[src/rtl/psc_trigger_pkg.sv]
// Shared constants, FSM state type and CRC-8 helper
// for the multi-channel PSC trigger transmitter.
package psc_trigger_pkg;

    localparam logic [7:0] SOP_DEF        = 8'h3C;
    localparam logic [7:0] EOP_DEF        = 8'hBC;
    localparam logic [7:0] TYPE_IDLE      = 8'h00;
    localparam logic [7:0] TYPE_TRIG_FLAG = 8'h80;
    localparam logic [7:0] CRC8_POLY      = 8'h07;

    typedef enum logic [1:0] {
        ST_OFF,
        ST_LOAD,
        ST_SHIFT
    } state_t;

    function automatic logic [7:0] crc8_update(
        input logic [7:0] crc,
        input logic [7:0] data
    );
        logic [7:0] c;
        c = crc ^ data;
        for (int i = 0; i < 8; i++) begin
            c = c[7] ? ({c[6:0], 1'b0} ^ CRC8_POLY)
                     : {c[6:0], 1'b0};
        end
        return c;
    endfunction

endpackage

[src/rtl/psc_trigger_tx_mc_if.sv]
// Control/status bundle of the trigger transmitter;
// master drives the trigger inputs, slave is the transmitter.
interface psc_trigger_tx_mc_if #(
    parameter int CHANNELS = 4
);
    localparam int CH_W = (CHANNELS > 1) ? $clog2(CHANNELS) : 1;

    logic                enable;
    logic [CHANNELS-1:0] trig_in;
    logic [CHANNELS-1:0] ch_mask;
    logic                overrun_clr;
    logic                tx_out;
    logic                frame_start;
    logic                trig_sent;
    logic [CH_W-1:0]     trig_ch;
    logic [7:0]          seq;
    logic [CHANNELS-1:0] overrun;

    modport master (
        output enable, trig_in, ch_mask, overrun_clr,
        input  tx_out, frame_start, trig_sent,
        input  trig_ch, seq, overrun
    );

    modport slave (
        input  enable, trig_in, ch_mask, overrun_clr,
        output tx_out, frame_start, trig_sent,
        output trig_ch, seq, overrun
    );
endinterface

[src/rtl/psc_symbol_serializer.sv]
// Emits one byte as a 10-bit symbol: start 0,
// 8 data bits LSB first, stop 1; advances on bit ticks.
module psc_symbol_serializer (
    input  logic       clk,
    input  logic       reset,
    input  logic       i_load,
    input  logic [7:0] i_byte,
    input  logic       i_tick,
    output logic       o_bit,
    output logic       o_done
);
    logic [7:0] r_byte;
    logic [3:0] r_idx;
    logic [3:0] w_di;

    always_ff @(posedge clk or negedge reset) begin
        if (!reset) begin
            r_byte <= 8'h00;
            r_idx  <= 4'd0;
        end else if (i_load) begin
            r_byte <= i_byte;
            r_idx  <= 4'd0;
        end else if (i_tick) begin
            r_idx <= (r_idx == 4'd9) ? 4'd0 : r_idx + 4'd1;
        end
    end

    assign w_di   = r_idx - 4'd1;
    assign o_done = i_tick & (r_idx == 4'd9);

    always_comb begin
        o_bit = 1'b1;
        unique case (1'b1)
            (r_idx == 4'd0): o_bit = 1'b0;
            (r_idx == 4'd9): o_bit = 1'b1;
            default:         o_bit = r_byte[w_di[2:0]];
        endcase
    end
endmodule

[src/rtl/psc_trigger_tx_mc.sv]
// Multi-channel PSC trigger transmitter: input sync and edge
// capture, lowest-index arbiter, frame FSM, byte mux and CRC-8.
module psc_trigger_tx_mc
    import psc_trigger_pkg::*;
#(
    parameter int         CHANNELS    = 4,
    parameter int         CLK_DIV     = 5,
    parameter int         FRAME_BYTES = 6,
    parameter logic [7:0] SOP         = SOP_DEF,
    parameter logic [7:0] EOP         = EOP_DEF
) (
    input logic              clk,
    input logic              reset,
    psc_trigger_tx_mc_if.slave bus
);
    localparam int CH_W = (CHANNELS > 1) ? $clog2(CHANNELS) : 1;
    localparam int DW   = $clog2(CLK_DIV);
    localparam logic [DW-1:0] DIV_LAST = DW'(CLK_DIV - 1);
    localparam logic [7:0] LAST_B  = 8'(FRAME_BYTES - 1);
    localparam logic [7:0] CRC_B   = 8'(FRAME_BYTES - 2);
    localparam logic [7:0] PAD_END = 8'(FRAME_BYTES - 3);

    state_t r_state, w_next;

    logic [CHANNELS-1:0] r_s1, r_s2, r_s3;
    logic [CHANNELS-1:0] r_pend, r_ovr;
    logic [CHANNELS-1:0] w_edge, w_gnt, w_clr;
    logic [CH_W-1:0]     w_gidx, r_ch;
    logic [DW-1:0]       r_div;
    logic [7:0]          r_idx, r_crc, r_seq;
    logic [7:0]          w_nidx, w_nbyte;
    logic                r_trig_frm, r_fs, r_ts;
    logic                w_any, w_tick, w_bit, w_done, w_ld;
    logic                w_in_load, w_in_shift;

    psc_symbol_serializer u_ser (
        .clk    (clk),
        .reset  (reset),
        .i_load (w_ld),
        .i_byte (w_nbyte),
        .i_tick (w_tick),
        .o_bit  (w_bit),
        .o_done (w_done)
    );

    // Input path: 2-flop sync plus one delay stage for edge detect
    always_ff @(posedge clk or negedge reset) begin
        if (!reset) begin
            r_s1 <= '0;
            r_s2 <= '0;
            r_s3 <= '0;
        end else begin
            r_s1 <= bus.trig_in;
            r_s2 <= r_s1;
            r_s3 <= r_s2;
        end
    end

    assign w_edge = r_s2 & ~r_s3 & bus.ch_mask;

    always_comb begin
        w_gnt  = '0;
        w_gidx = '0;
        for (int i = CHANNELS - 1; i >= 0; i--) begin
            if (r_pend[i]) begin
                w_gnt    = '0;
                w_gnt[i] = 1'b1;
                w_gidx   = CH_W'(i);
            end
        end
    end

    assign w_any = |r_pend;
    assign w_clr = w_in_load ? w_gnt : '0;

    always_ff @(posedge clk or negedge reset) begin
        if (!reset) begin
            r_pend <= '0;
            r_ovr  <= '0;
        end else begin
            r_pend <= (r_pend & ~w_clr) | w_edge;
            r_ovr  <= (bus.overrun_clr ? '0 : r_ovr)
                    | (w_edge & r_pend & ~w_clr);
        end
    end

    always_ff @(posedge clk or negedge reset) begin
        if (!reset) r_state <= ST_OFF;
        else        r_state <= w_next;
    end

    always_comb begin
        w_next = r_state;
        unique case (r_state)
            ST_OFF:   if (bus.enable) w_next = ST_LOAD;
            ST_LOAD:  w_next = ST_SHIFT;
            ST_SHIFT: if (w_done && r_idx == LAST_B)
                          w_next = bus.enable ? ST_LOAD : ST_OFF;
            default:  w_next = ST_OFF;
        endcase
    end

    always_comb begin
        w_in_load   = 1'b0;
        w_in_shift  = 1'b0;
        unique case (r_state)
            ST_LOAD:  w_in_load  = 1'b1;
            ST_SHIFT: w_in_shift = 1'b1;
            default:  ;
        endcase
        bus.tx_out = w_in_shift ? w_bit : 1'b1;
    end

    assign w_tick = w_in_shift & (r_div == DIV_LAST);

    always_ff @(posedge clk or negedge reset) begin
        if (!reset)                  r_div <= '0;
        else if (w_in_shift && !w_tick) r_div <= r_div + 1'b1;
        else                         r_div <= '0;
    end

    assign w_nidx = w_in_load ? 8'd0 : r_idx + 8'd1;
    assign w_ld   = w_in_load | (w_done & (r_idx != LAST_B));

    always_comb begin
        w_nbyte = 8'h00;
        unique case (1'b1)
            (w_nidx == 8'd0): w_nbyte = SOP;
            (w_nidx == 8'd1): w_nbyte = r_trig_frm
                ? (TYPE_TRIG_FLAG | 8'(r_ch)) : TYPE_IDLE;
            (w_nidx == 8'd2): w_nbyte = r_trig_frm ? r_seq : 8'h00;
            (w_nidx == CRC_B):  w_nbyte = r_crc;
            (w_nidx == LAST_B): w_nbyte = EOP;
            default:          w_nbyte = 8'h00;
        endcase
    end

    always_ff @(posedge clk or negedge reset) begin
        if (!reset) begin
            r_idx      <= 8'd0;
            r_crc      <= 8'h00;
            r_seq      <= 8'h00;
            r_ch       <= '0;
            r_trig_frm <= 1'b0;
            r_fs       <= 1'b0;
            r_ts       <= 1'b0;
        end else begin
            r_fs <= w_in_load;
            r_ts <= w_in_load & w_any;
            if (w_in_load) begin
                r_idx      <= 8'd0;
                r_crc      <= 8'h00;
                r_trig_frm <= w_any;
                if (w_any) begin
                    r_seq <= r_seq + 8'd1;
                    r_ch  <= w_gidx;
                end
            end else if (w_ld) begin
                r_idx <= w_nidx;
                // CRC covers TYPE through the last pad byte
                if (w_nidx >= 8'd1 && w_nidx <= PAD_END)
                    r_crc <= crc8_update(r_crc, w_nbyte);
            end
        end
    end

    assign bus.frame_start = r_fs;
    assign bus.trig_sent   = r_ts;
    assign bus.trig_ch     = r_ch;
    assign bus.seq         = r_seq;
    assign bus.overrun     = r_ovr;
endmodule
[src/flat_wrapper.sv]
// flat-port wrapper written by rule: the top's interface ports become plain ports
module psc_trigger_tx_mc_flat import psc_trigger_pkg::*;
#(
    parameter int         CHANNELS    = 4,
    parameter int         CLK_DIV     = 5,
    parameter int         FRAME_BYTES = 6,
    parameter logic [7:0] SOP         = SOP_DEF,
    parameter logic [7:0] EOP         = EOP_DEF
)
  (clk, reset, bus_enable, bus_trig_in, bus_ch_mask, bus_overrun_clr, bus_tx_out, bus_frame_start, bus_trig_sent, bus_trig_ch, bus_seq, bus_overrun);
  psc_trigger_tx_mc_if #(.CHANNELS(CHANNELS)) bus_i ();
  input logic clk;
  input logic reset;
  input wire logic [$bits(bus_i.enable)-1:0] bus_enable;
  input wire logic [$bits(bus_i.trig_in)-1:0] bus_trig_in;
  input wire logic [$bits(bus_i.ch_mask)-1:0] bus_ch_mask;
  input wire logic [$bits(bus_i.overrun_clr)-1:0] bus_overrun_clr;
  output wire logic [$bits(bus_i.tx_out)-1:0] bus_tx_out;
  output wire logic [$bits(bus_i.frame_start)-1:0] bus_frame_start;
  output wire logic [$bits(bus_i.trig_sent)-1:0] bus_trig_sent;
  output wire logic [$bits(bus_i.trig_ch)-1:0] bus_trig_ch;
  output wire logic [$bits(bus_i.seq)-1:0] bus_seq;
  output wire logic [$bits(bus_i.overrun)-1:0] bus_overrun;
  assign bus_i.enable = bus_enable;
  assign bus_i.trig_in = bus_trig_in;
  assign bus_i.ch_mask = bus_ch_mask;
  assign bus_i.overrun_clr = bus_overrun_clr;
  assign bus_tx_out = bus_i.tx_out;
  assign bus_frame_start = bus_i.frame_start;
  assign bus_trig_sent = bus_i.trig_sent;
  assign bus_trig_ch = bus_i.trig_ch;
  assign bus_seq = bus_i.seq;
  assign bus_overrun = bus_i.overrun;
  psc_trigger_tx_mc #(.CHANNELS(CHANNELS), .CLK_DIV(CLK_DIV), .FRAME_BYTES(FRAME_BYTES), .SOP(SOP), .EOP(EOP)) u_core (.clk(clk), .reset(reset), .bus(bus_i));
endmodule
[config.mk]
export PLATFORM = sky130hd
export DESIGN_NAME = psc_trigger_tx_mc_flat
export DESIGN_NICKNAME = d
export VERILOG_FILES = /design/src/rtl/psc_trigger_pkg.sv /design/src/rtl/psc_trigger_tx_mc_if.sv /design/src/rtl/psc_symbol_serializer.sv /design/src/rtl/psc_trigger_tx_mc.sv /design/src/flat_wrapper.sv
export SDC_FILE = /design/constraint.sdc
export NUM_CORES = 1
export LEC_CHECK = 0
export BUFFER_PORTS_ARGS = -buffer_cell sky130_fd_sc_hd__buf_2
export CAP_MARGIN = 20
export CORE_MARGIN = 4
export CORE_UTILIZATION = 50
export DETAILED_ROUTE_END_ITERATION = 8
export HOLD_SLACK_MARGIN = 0.05
export PLACE_DENSITY_LB_ADDON = 0.05
export RECOVER_POWER = 25
export SETUP_SLACK_MARGIN = 0.5
export SLEW_MARGIN = 25
export SYNTH_ARGS = -nofsm -noshare
export SYNTH_HDL_FRONTEND = slang
export SYNTH_SLANG_ARGS = --single-unit
[constraint.sdc]
create_clock -name clk -period 3.9 [get_ports clk]
set_input_delay 0.195 -clock clk [delete_from_list [all_inputs] [get_ports clk]]
set_output_delay 0.195 -clock clk [all_outputs]
set_load 0.05 [all_outputs]
Yosys cells after proc, flatten, opt, wreduce, memory -nomap -nowiden. Index checks and enable logic that the tools add are counted.

Add/sub/neg operators: 5. $mul: 0. Divide/modulo/power cells: 0. $lt $le $gt $ge: 3. Equal/unequal tests: 12. Shift operators: 0. Multiplexer cells: 41. Bitwise gates (word level): 23. Reductions and logical operators: 14.

Operators by type and width (count): 8-bit 2-to-1 mux (8); 8-bit case mux with 5 select lines (1); 4-bit 2-to-1 mux (9); 3-bit 2-to-1 mux (9); 8-bit by 3-bit equality test with 1-bit output, second input constant (3); 3-bit inverter (8); 4-bit bitwise AND (5); 8-bit by 1-bit adder with 8-bit output, second input constant (2); 2-bit 2-to-1 mux (6); 8-bit by 1-bit equality test with 1-bit output, second input constant (1); 8-bit by 2-bit equality test with 1-bit output, second input constant (1); 8-bit by 1-bit >= comparator with 1-bit output, second input constant (1); 8-bit by 2-bit less-or-equal comparator with 1-bit output, second input constant (1); 8-bit logical NOT (1); 8-bit by 3-bit != test with 1-bit output, second input constant (1); 4-bit inverter (2); 4-bit OR (2); 8-bit XOR (1); 2-bit case mux with 3 select lines (1); 2-bit AND reduction (3); 2-bit nonzero test (3); 1-bit 2-to-1 mux (5); 4-bit by 1-bit adder with 4-bit output, second input constant (1); 1-bit bitwise AND (4); other kinds (17) (19).

Register bits: 66. Latch bits: 0. Memory bits (writable): 0. Bits in read-only memories: 0. Bits of input ports: 12. Output and inout port bits: 17. Logic and storage cells: 114. Memories kept: 0.

Logic depth before layout (Yosys ltp). Gate-level depths: netlist of run 1.

Depth in word-level cells: 25. Depth in mapped cells: 12. Gate-level depth less buffers: 11.

By module. Synthesis of run 1 repeated with hierarchy kept, for this count alone.

Cell total of the unflattened synthesis: 386. Area total of the unflattened synthesis: 3743.6 um2.

Modules (own cells, without submodules): psc_trigger_tx_mc (instances 1, cells an instance 321, area each 3051.7 um2, sequential area each 1351.3 um2); psc_symbol_serializer (instances 1, cells an instance 65, area each 691.9 um2, sequential area each 300.3 um2).

Least setup slack after synthesis of run 1. Ideal clock, no wire load.

Kind: reg2reg. Start: register u_core.r_idx[1]. End: register u_core.r_crc[3]. Setup time: 0.079 ns. Data arrival time: 2.710 ns. Data required time: 3.821 ns. Setup slack: 1.111 ns. Stages on the path, launching flop included: 11. Path buffers: 1. Period minus slack after synthesis: 2.789 ns. Cell sequence: dfrtp_1 ha_1 buf_2 or3_1 and2_1 or4_4 nand2_1 mux2i_1 a22oi_2 mux2i_1 mux2i_1.

Longest elaborated chain between the ends: 13. Elaborated cells on any way between the ends: 28. Those cells by class: add/sub (1); order compare (2); eq/ne (5); mux (9); bitwise (6); reduce/logical (5).

Ends and longest elaborated chain: from (decl) (RTL line psc_trigger_tx_mc.sv:30) `logic [7:0] r_idx, r_crc, r_seq;`; from (signal assigned) (RTL line psc_trigger_tx_mc.sv:159) `r_idx <= w_nidx;`; 8-bit by 1-bit adder with 8-bit output (RTL line psc_trigger_tx_mc.sv:122) `assign w_nidx = w_in_load ? 8'd0 : r_idx + 8'd1;`; 8-bit 2-to-1 mux (RTL line psc_trigger_tx_mc.sv:122); 8-bit by 3-bit equality test with 1-bit output, or another cell as far along (RTL line psc_trigger_tx_mc.sv:133) `(w_nidx == LAST_B): w_nbyte = EOP;`; 8-bit case mux with 5 select lines (RTL line psc_trigger_tx_mc.sv:127) `unique case (1'b1)`; 8-bit XOR (RTL line psc_trigger_pkg.sv:22) `c = crc ^ data;`; 3-bit 2-to-1 mux (RTL line psc_trigger_pkg.sv:24) `c = c[7] ? ({c[6:0], 1'b0} ^ CRC8_POLY)`; 3-bit inverter (no source line); 3-bit 2-to-1 mux (RTL line psc_trigger_pkg.sv:24); 3-bit inverter (no source line); 3-bit 2-to-1 mux (RTL line psc_trigger_pkg.sv:24); 8-bit 2-to-1 mux (RTL line psc_trigger_tx_mc.sv:161) `if (w_nidx >= 8'd1 && w_nidx <= PAD_END)`; 8-bit 2-to-1 mux (RTL line psc_trigger_tx_mc.sv:158) `end else if (w_ld) begin`; 8-bit 2-to-1 mux (RTL line psc_trigger_tx_mc.sv:150) `if (w_in_load) begin`; to (signal assigned) (RTL line psc_trigger_tx_mc.sv:162) `r_crc <= crc8_update(r_crc, w_nbyte);`; to (decl) (RTL line psc_trigger_tx_mc.sv:30).

Several ways; a longest one is shown, not always the timed one. The select of a mux whose other input is x is not followed. A chain may end at the register's enable or synchronous reset.

Final worst setup path of run 1.
Start: register u_core.r_idx[0]. End: register u_core.r_crc[6].

Same word-level chain as after synthesis.

==> summary.log, run 1 <==
qor: synth.yosys.cell_types.count 54
qor: finish.ff_latch_area 1650 sq um
qor: finish.fin_area 3960 sq um
qor: worst_setup_path.worstSetupEndpointType flip-flop
qor: timing.max_slew_violation_count 46
qor: cts.clkLatencyLatePin 0.34 ns
qor: floorplan.die_height 91.9 um
qor: cts.cts_root_buffer sky130_fd_sc_hd__clkbuf_8
qor: worst_setup_path.worstPathRequired 4.11 ns
qor: placed_design.place.gp.congestion 0.887
qor: timing.fmax 324 MHz
qor: drt.detail_routed_via_count_per_cell 5.58
qor: worst_setup_path.worst_reg_to_reg_setup_slack 0.82 ns
qor: drt.detail_route.drc_violations 0
qor: pwr.portion_of_total_power_attributed_to_sequential_cells 41.6%
qor: worst_setup_path.critical-path-top-cell-by-count sky130_fd_sc_hd__xnor2_1
qor: drt.wire_per_inst 14.7 um
qor: drt.num_vias 2,735
qor: floorplan.io_pins 29
qor: finish.multi_input_logic_area 1740 sq um
qor: finish.final_cell_mix sky130_fd_sc_hd__dfrtp_1 (66), sky130_fd_sc_hd__nand2_1 (28), sky130_fd_sc_hd__buf_2 (27)
qor: pwr.sw_frac_of_total 40.2%
qor: cts.htree_levels 3
qor: global_routing.globalRouteOverflowTotal 0
qor: timing.finalSetupTns 0 ns
qor: synth.synth.yosys.seq_area_share 46.9%
qor: synth.async_reset_ff_share 100%
qor: global_routing.initial_antenna_violation_count 0
qor: hold_path.min-delay-path-class in -> reg
qor: timing.finalHoldViolCount 0
qor: worst_setup_path.critical-path-slowest-cell sky130_fd_sc_hd__dfrtp_1
qor: synth.ys.flop_type sky130_fd_sc_hd__dfrtp_1
qor: global_routing.grt_first_pass_wirelength 12,800 um
qor: timing.finalClockSkew 0.00951 ns
qor: timing.period_utilisation_layout 79.1%
qor: timing.setup_viol_count_final 0
qor: cts.clkSinkCount 66
qor: worst_setup_path.crit_path_max_fanout 13
qor: pwr.p_int 1.40 mW
qor: pwr.power_density 593 nW/um^2
qor: placed_design.place.port_buffers 28
qor: cts.cts.clk_slew.worst_paths 0.07 ns
qor: worst_setup_path.highest_cell_delay_on_the_worst_timing_path 0.56 ns
qor: synth.syn_avg_cell_area 9.81 sq um
qor: finish.postLayoutCoreUtil 57.9%
qor: finish.fillers 634
qor: finish.final_common_cell sky130_fd_sc_hd__dfrtp_1
qor: pwr.power_switching 0.945 mW
qor: floorplan.floorplan.core_area 6830 sq um
qor: synth.synth_top_area_share 46.9%
qor: floorplan.total_die_area 8450 sq um
qor: global_routing.grt_pass1_vias 2,731
qor: synth.cell_types_occupying_the_most_area_after_synthesis sky130_fd_sc_hd__dfrtp_1 (47%), sky130_fd_sc_hd__xnor2_1 (4.2%), sky130_fd_sc_hd__xor2_1 (3.7%), sky130_fd_sc_hd__o21ai_0 (3.7%), sky130_fd_sc_hd__nand3_1 (3.3%)
qor: cts.numCtsBuffers 9
qor: worst_setup_path.critPathKind reg -> reg
qor: finish.layout-drive-gt1-share 15.7%
qor: synth.ys_ff_latch 66
qor: flow_run.cap_viol_max_count 1
qor: placed_design.hpwl_after_detailed_placement 5160 um
qor: pwr.p_leak 1.80 nW
qor: worst_setup_path.arrival 3.30 ns
qor: global_routing.global_route.usage.total 18.8%
qor: timing.tightest_slew 2.32 ns
qor: cts.tritoncts_clock_tree yes
qor: drt.drt-total-wl 7200 um
qor: synth.synthesis.instances 359
qor: pwr.combPwrFrac 37.2%
qor: global_routing.largest_net_degree_at_the_start_of_global_routing 46
qor: synth.ys_warn_count 0
qor: finish.finish.net_count 409
qor: synth.synth-edff-count 0
qor: pwr.clkPwrFrac 21.2%
qor: timing.unrepaired_setup_endpoints_after_global_routing false
qor: drt.antenna_left 0
qor: timing.timing.max_slew.rel_slack -54.7%
qor: finish.area_delta_synth_final 12.4%
qor: cts.clock_tree.buffer_depth 2
qor: run_status.run_status complete, but fails checks
qor: cts.post-cts-setup-buffers 0
qor: floorplan.start_util 51.6%
qor: drt.drt-pass1-iter-count 4
qor: worst_setup_path.crit_path_cell_trace ha_2, inv_1, or3_1, a211oi_2, and2_0, a221o_1, xnor2_1, xnor2_1, xor2_1, o21ai_1
qor: floorplan.number_of_standard_cell_rows_in_the_floorplan 30
qor: synth.syn_area 3520 sq um
qor: worst_setup_path.start_kind flip-flop
qor: synth.synthDominantAreaCellType sky130_fd_sc_hd__dfrtp_1
qor: synth.synth_fp_nets 379
qor: finish.insertedDiodeCount 0
qor: placed_design.detailed_place.area 3730 sq um
qor: floorplan.die_x 91.9 um
qor: run_status.violations capacitance limit, slew limit
qor: timing.finalCriticalPeriod 3.08 ns
qor: pwr.vdd_drop_max 0.382 mV
qor: drt.drt_iter0_drc 174
==> repair_timing <==
item                                    in CTS  in global routing
hold buffers                                 5                  0
gates resized for setup                      0                  2
endpoints found under the setup margin       0                  8
endpoints found under the hold margin       11                  0
==> final cells by class <==
type                       instances  area share, %
clock buffer                      11           3.57
clock inverter                     5          0.759
inverter                          16           1.52
multi-input combinational        260           44.0
sequential                        66           41.7
tap                               96           3.04
timing repair buffer              36           5.34
==> synth_stat cells (3+ instances only) <==
master / count
sky130_fd_sc_hd__a211oi_1: 6
sky130_fd_sc_hd__a21oi_1: 12
sky130_fd_sc_hd__a22o_1: 3
sky130_fd_sc_hd__a22oi_1: 3
sky130_fd_sc_hd__a31o_2: 3
sky130_fd_sc_hd__and3_1: 8
sky130_fd_sc_hd__buf_2: 5
sky130_fd_sc_hd__clkbuf_1: 9
sky130_fd_sc_hd__dfrtp_1: 66
sky130_fd_sc_hd__ha_1: 8
sky130_fd_sc_hd__inv_1: 16
sky130_fd_sc_hd__mux2_2: 4
sky130_fd_sc_hd__mux2i_1: 9
sky130_fd_sc_hd__nand2_1: 28
sky130_fd_sc_hd__nand2b_1: 3
sky130_fd_sc_hd__nand3_1: 23
sky130_fd_sc_hd__nand3b_1: 5
sky130_fd_sc_hd__nand4_1: 7
sky130_fd_sc_hd__nor2_1: 24
sky130_fd_sc_hd__nor2b_1: 7
sky130_fd_sc_hd__nor3_1: 3
sky130_fd_sc_hd__nor4_1: 3
sky130_fd_sc_hd__o21ai_0: 26
sky130_fd_sc_hd__o22ai_1: 5
sky130_fd_sc_hd__or3_1: 5
sky130_fd_sc_hd__xnor2_1: 17
sky130_fd_sc_hd__xor2_1: 15
==> metal layers <==
layer | vias to the layer above | share of wire [%] | routed length (um) | GRT usage [%]
li1 | 1337 | - | - | -
met1 | 1341 | 49 | 3530 | 26.3
met2 | 46 | 46 | 3330 | 29.5
met3 | 11 | 3.2 | 233 | 3.45
met4 | 0 | 1.4 | 102 | 6.44
met5 | - | 0 | 0 | 0
==> registers in the layout, summed over array words and instances (netlist names) <==
name / count
u_core.r_s2: 4
u_core.bus.trig_ch: 2
u_core.r_idx: 8
u_core.bus.frame_start: 1
u_core.r_crc: 8
u_core.bus.seq: 8
u_core.r_trig_frm: 1
u_core.bus.overrun: 4
u_core.bus.trig_sent: 1
u_core.r_state: 2
u_core.u_ser.r_idx: 4
u_core.r_pend: 4
u_core.u_ser.r_byte: 8
u_core.r_div: 3
u_core.r_s1: 4
u_core.r_s3: 4
==> through the flow <==
stage	std cells	hold WS, ns	total power [mW]	worst slack [ns]
2_1_floorplan	359	-0.101	1.64	1.11
3_3_place_gp	469	0.304	1.85	0.742
3_5_place_dp	469	0.305	1.87	0.589
4_1_cts	490	0.0917	2.37	0.582
5_1_grt	490	0.106	2.51	0.513
6_report	490	0.102	2.35	0.817
==> worst paths after layout <==
check / cells after the start / startpoint / end
worst max-delay path: 10 / u_core.r_idx[0]$_DFFE_PN0P_ / u_core.r_crc[6]$_DFFE_PN0P_
worst min-delay path: 2 / bus_enable / u_core.r_state[0]$_DFFE_PN0P_
worst max register to register: 10 / u_core.r_idx[0]$_DFFE_PN0P_ / u_core.r_crc[6]$_DFFE_PN0P_
worst min register to register: 0 / u_core.r_s1[3]$_DFF_PN0_ / u_core.r_s2[3]$_DFF_PN0_
max in group asynchronous: 2 / reset / u_core.bus.overrun[0]$_DFF_PN0_
min in group asynchronous: 2 / reset / u_core.bus.frame_start$_DFF_PN0_
==> cells by family (layout without fill, tap and decap cells) <==
logic type	Yosys count	after routing	synth area share, %
AOI/OAI and AO/OA	76	76	14.0
muxes	15	15	5.12
DFF	66	66	46.9
xor gates and xnor gates	32	32	7.96
adders and majority gates	8	8	2.84
and+or+nand+nor	129	129	19.4
buffers and inverters	33	68	3.84
==> power by group through the flow <==
stage	registers (mW)	logic, mW	clock network, mW
floorplan	1.11	0.534	0
global placement	0.988	0.866	0
detailed placement	0.992	0.874	0
CTS	0.980	0.881	0.513
global route	1.00	0.968	0.543
finish	0.976	0.873	0.498
==> critical path, delay by kind of cell, from the launching register on <==
kind / cells / cell delay (ns)
simple gates: 2 / 0.74
compound gates: 3 / 0.67
flops: 1 / 0.56
xor+xnor: 3 / 0.53
fa+ha+maj: 1 / 0.37
buf+inv: 1 / 0.09
Note: power is estimated with default switching activity, not from simulation.
==> run 2, diff against run 1 <==
==> constraint.sdc (replaced) <==
create_clock -name clk -period 2.5 [get_ports clk]
set_input_delay 0.125 -clock clk [delete_from_list [all_inputs] [get_ports clk]]
set_output_delay 0.125 -clock clk [all_outputs]
set_load 0.05 [all_outputs]
==> run 2 against run 1 <==
Net effect: worst setup slack worse by 0.97 ns; wire length up 14%; clock skew about the same; combinational power up 90%; global-route usage up 2.3 points; register-to-register slack worse by 0.97 ns; cell count up 12%; clock power up 97%; worst hold slack worse by 0.040 ns; first-iteration DRC count down 39%; the run ends with capacitance limit, slew limit, setup timing left.
==> summary.log, run 2 (synthesis results as in run 1) <==
qor: pwr.combPwrFrac 40.1%
qor: pwr.power_density 894 nW/um^2
qor: cts.tritoncts_clock_tree yes
qor: cts.clkSinkCount 66
qor: drt.highest_layer met4
qor: pwr.p_leak 2.12 nW
qor: worst_setup_path.r2r_end u_core.r_crc[3]$_DFFE_PN0P_
qor: timing.unrepaired_setup_endpoints_after_global_routing true
qor: global_routing.global_route.usage.total 21.1%
qor: timing.setup_ws -0.153 ns
qor: timing.timing.max_slew.rel_slack -5.73%
qor: cts.clock_tree.buffer_depth 2
qor: drt.antenna_left 0
qor: run_status.run_status complete, but fails checks
qor: drt.drt-total-wl 8210 um
qor: cts.htree_levels 3
qor: worst_setup_path.worstPathRequired 2.76 ns
qor: pwr.clkPwrFrac 23.7%
qor: floorplan.total_die_area 8450 sq um
qor: finish.final_common_cell sky130_fd_sc_hd__dfrtp_1
qor: timing.tightest_slew 1.59 ns
qor: worst_setup_path.crit_startpoint u_core.r_idx[0]$_DFFE_PN0P_
qor: worst_setup_path.worst_reg_to_reg_setup_slack -0.15 ns
qor: finish.layout-drive-gt1-share 30.6%
qor: floorplan.die_height 91.9 um
qor: pwr.power_switching 1.60 mW
qor: worst_setup_path.crit_path_max_fanout 5
qor: timing.finalCriticalPeriod 2.65 ns
qor: run_status.violations capacitance limit, slew limit, setup timing
qor: floorplan.floorplan.core_area 6830 sq um
qor: finish.finish.net_count 469
qor: flow_run.cap_viol_max_count 1
qor: global_routing.globalRouteOverflowTotal 0
qor: pwr.sw_frac_of_total 38.4%
qor: placed_design.place.gp.congestion 0.876
qor: pwr.p_int 2.56 mW
qor: floorplan.io_pins 29
qor: worst_setup_path.critPathKind reg -> reg
qor: global_routing.grt_pass1_vias 2,915
qor: timing.setup_viol_count_final 8
qor: floorplan.die_x 91.9 um
qor: floorplan.number_of_standard_cell_rows_in_the_floorplan 30
qor: finish.final_cell_mix sky130_fd_sc_hd__dfrtp_1 (63), sky130_fd_sc_hd__buf_4 (50), sky130_fd_sc_hd__nand2_1 (27)
qor: worst_setup_path.timing.reg2reg.worst_path_depth 9
qor: finish.postLayoutCoreUtil 68.0%
qor: timing.period_utilisation_layout 106%
qor: hold_path.min-delay-path-class in -> reg
qor: placed_design.hpwl_after_detailed_placement 5710 um
qor: hold_path.hold-path-cell-count 3
qor: drt.met3_length 282 um
qor: drt.wire_per_inst 14.9 um
qor: global_routing.largest_net_degree_at_the_start_of_global_routing 67
qor: worst_setup_path.crit_path_capture u_core.r_crc[3]$_DFFE_PN0P_
qor: global_routing.initial_antenna_violation_count 0
qor: worst_setup_path.worstSetupEndpointType flip-flop
qor: global_routing.grt_first_pass_wirelength 14,200 um
qor: drt.num_vias 2,976
qor: drt.drt-pass1-iter-count 4
qor: drt.drt_iter0_drc 107
qor: timing.finalHoldViolCount 0
qor: drt.detail_routed_via_count_per_cell 5.41
qor: drt.wl_met2 3980 um
qor: timing.max_slew_violation_count 67
qor: drt.met1Wirelength 3840 um
qor: finish.finish.cell_count_without_fillers 550
qor: drt.detail_route.drc_violations 0
qor: cts.numCtsBuffers 9
qor: finish.area_delta_synth_final 32.0%
qor: placed_design.place_inst 511
qor: timing.fmax 377 MHz
qor: placed_design.detailed_place.area 4080 sq um
qor: pwr.portion_of_total_power_attributed_to_sequential_cells 36.2%
qor: placed_design.place.port_buffers 28
qor: cts.clkLatencyLatePin 0.34 ns
qor: cts.cts.clk_slew.worst_paths 0.08 ns
qor: timing.finalClockSkew 0.00999 ns
qor: pwr.fin_total_pwr 4.15 mW
qor: finish.fin_area 4650 sq um
qor: pwr.vdd_drop_max 0.675 mV
qor: floorplan.start_util 51.6%
qor: worst_setup_path.worst_r2r_startpoint u_core.r_idx[0]$_DFFE_PN0P_
qor: cts.cts_root_buffer sky130_fd_sc_hd__clkbuf_8
qor: worst_setup_path.arrival 2.92 ns
qor: worst_setup_path.start_kind flip-flop
qor: finish.insertedDiodeCount 0
==> run 2: changes by cell type in the layout (fill, tap and decap cells not counted), sizes merged <==
cell and delta:
buf +50, bufinv +2, clkbuf +4, dlygate4sd3 +4
==> run 2: worst min path at each step <==
stage	startpoint	slack [ns]	endpoint
2_1_floorplan	reset	-0.17	u_core.bus.frame_start$_DFF_PN0_
4_1_cts	bus_ch_mask[3]	0.05	u_core.r_pend[3]$_DFF_PN0_
5_1_grt	bus_ch_mask[3]	0.06	u_core.r_pend[3]$_DFF_PN0_
6_report	bus_ch_mask[3]	0.06	u_core.r_pend[3]$_DFF_PN0_
3_5_place_dp	bus_trig_in[1]	0.23	u_core.r_s1[1]$_DFF_PN0_
3_3_place_gp	bus_trig_in[2]	0.23	u_core.r_s1[2]$_DFF_PN0_
==> run 2: area by class of cell <==
cell class | instances | area [sq um]
flip-flops and latches | 66 | 1660
clock inverters | 7 | 93.8
repair buffers | 96 | 712
well taps | 96 | 120
fillers | 550 | 2180
multi-input cells | 260 | 1880
inverters | 16 | 60.1
clock buffers | 9 | 124
==> run 2: power by group through the flow <==
| stage | Clock [mW] | Combinational (mW) | Sequential, mW |
|---|---|---|---|
| 2_1_floorplan | 0 | 0.839 | 1.73 |
| 3_3_place_gp | 0 | 1.47 | 1.53 |
| 3_5_place_dp | 0 | 1.49 | 1.54 |
| 4_1_cts | 1.00 | 1.65 | 1.51 |
| 5_1_grt | 1.07 | 1.82 | 1.55 |
| 6_report | 0.983 | 1.66 | 1.51 |
==> run 2: timing repair <==
item	in CTS	in global routing
resized for setup	35	13
hold buffers	9	0
pin swaps	9	11
endpoints found under the setup margin	20	24
setup buffers	8	6
hold endpoints to repair	77	0
==> run 2: routing by layer <==
layer | vias to the layer above | global-route usage, %
met3 | 9 | 4.84
met4 | 0 | 6.81
met5 | - | 0
met2 | 54 | 34.5
li1 | 1455 | -
met1 | 1458 | 27.9
==> run 2: stage by stage <==
step	setup TNS, ns	hold WS, ns	setup slack [ns]
2_1_floorplan	-0.519	-0.171	-0.182
3_3_place_gp	-0.581	0.233	-0.112
3_5_place_dp	-1.44	0.235	-0.263
4_1_cts	-0.578	0.0549	-0.162
5_1_grt	-1.69	0.0632	-0.268
6_report	-0.589	0.0623	-0.153
==> run 2: worst max-delay path, cell delays in order (launching register included) <==
cell,delay [ns]
sky130_fd_sc_hd__dfrtp_2,0.47
sky130_fd_sc_hd__and4_4,0.20
sky130_fd_sc_hd__a211o_1,0.31
sky130_fd_sc_hd__a31o_4,0.26
sky130_fd_sc_hd__or4_4,0.52
sky130_fd_sc_hd__nand2_4,0.08
sky130_fd_sc_hd__mux2i_1,0.08
sky130_fd_sc_hd__a22oi_2,0.20
sky130_fd_sc_hd__mux2i_1,0.24
sky130_fd_sc_hd__mux2i_1,0.20
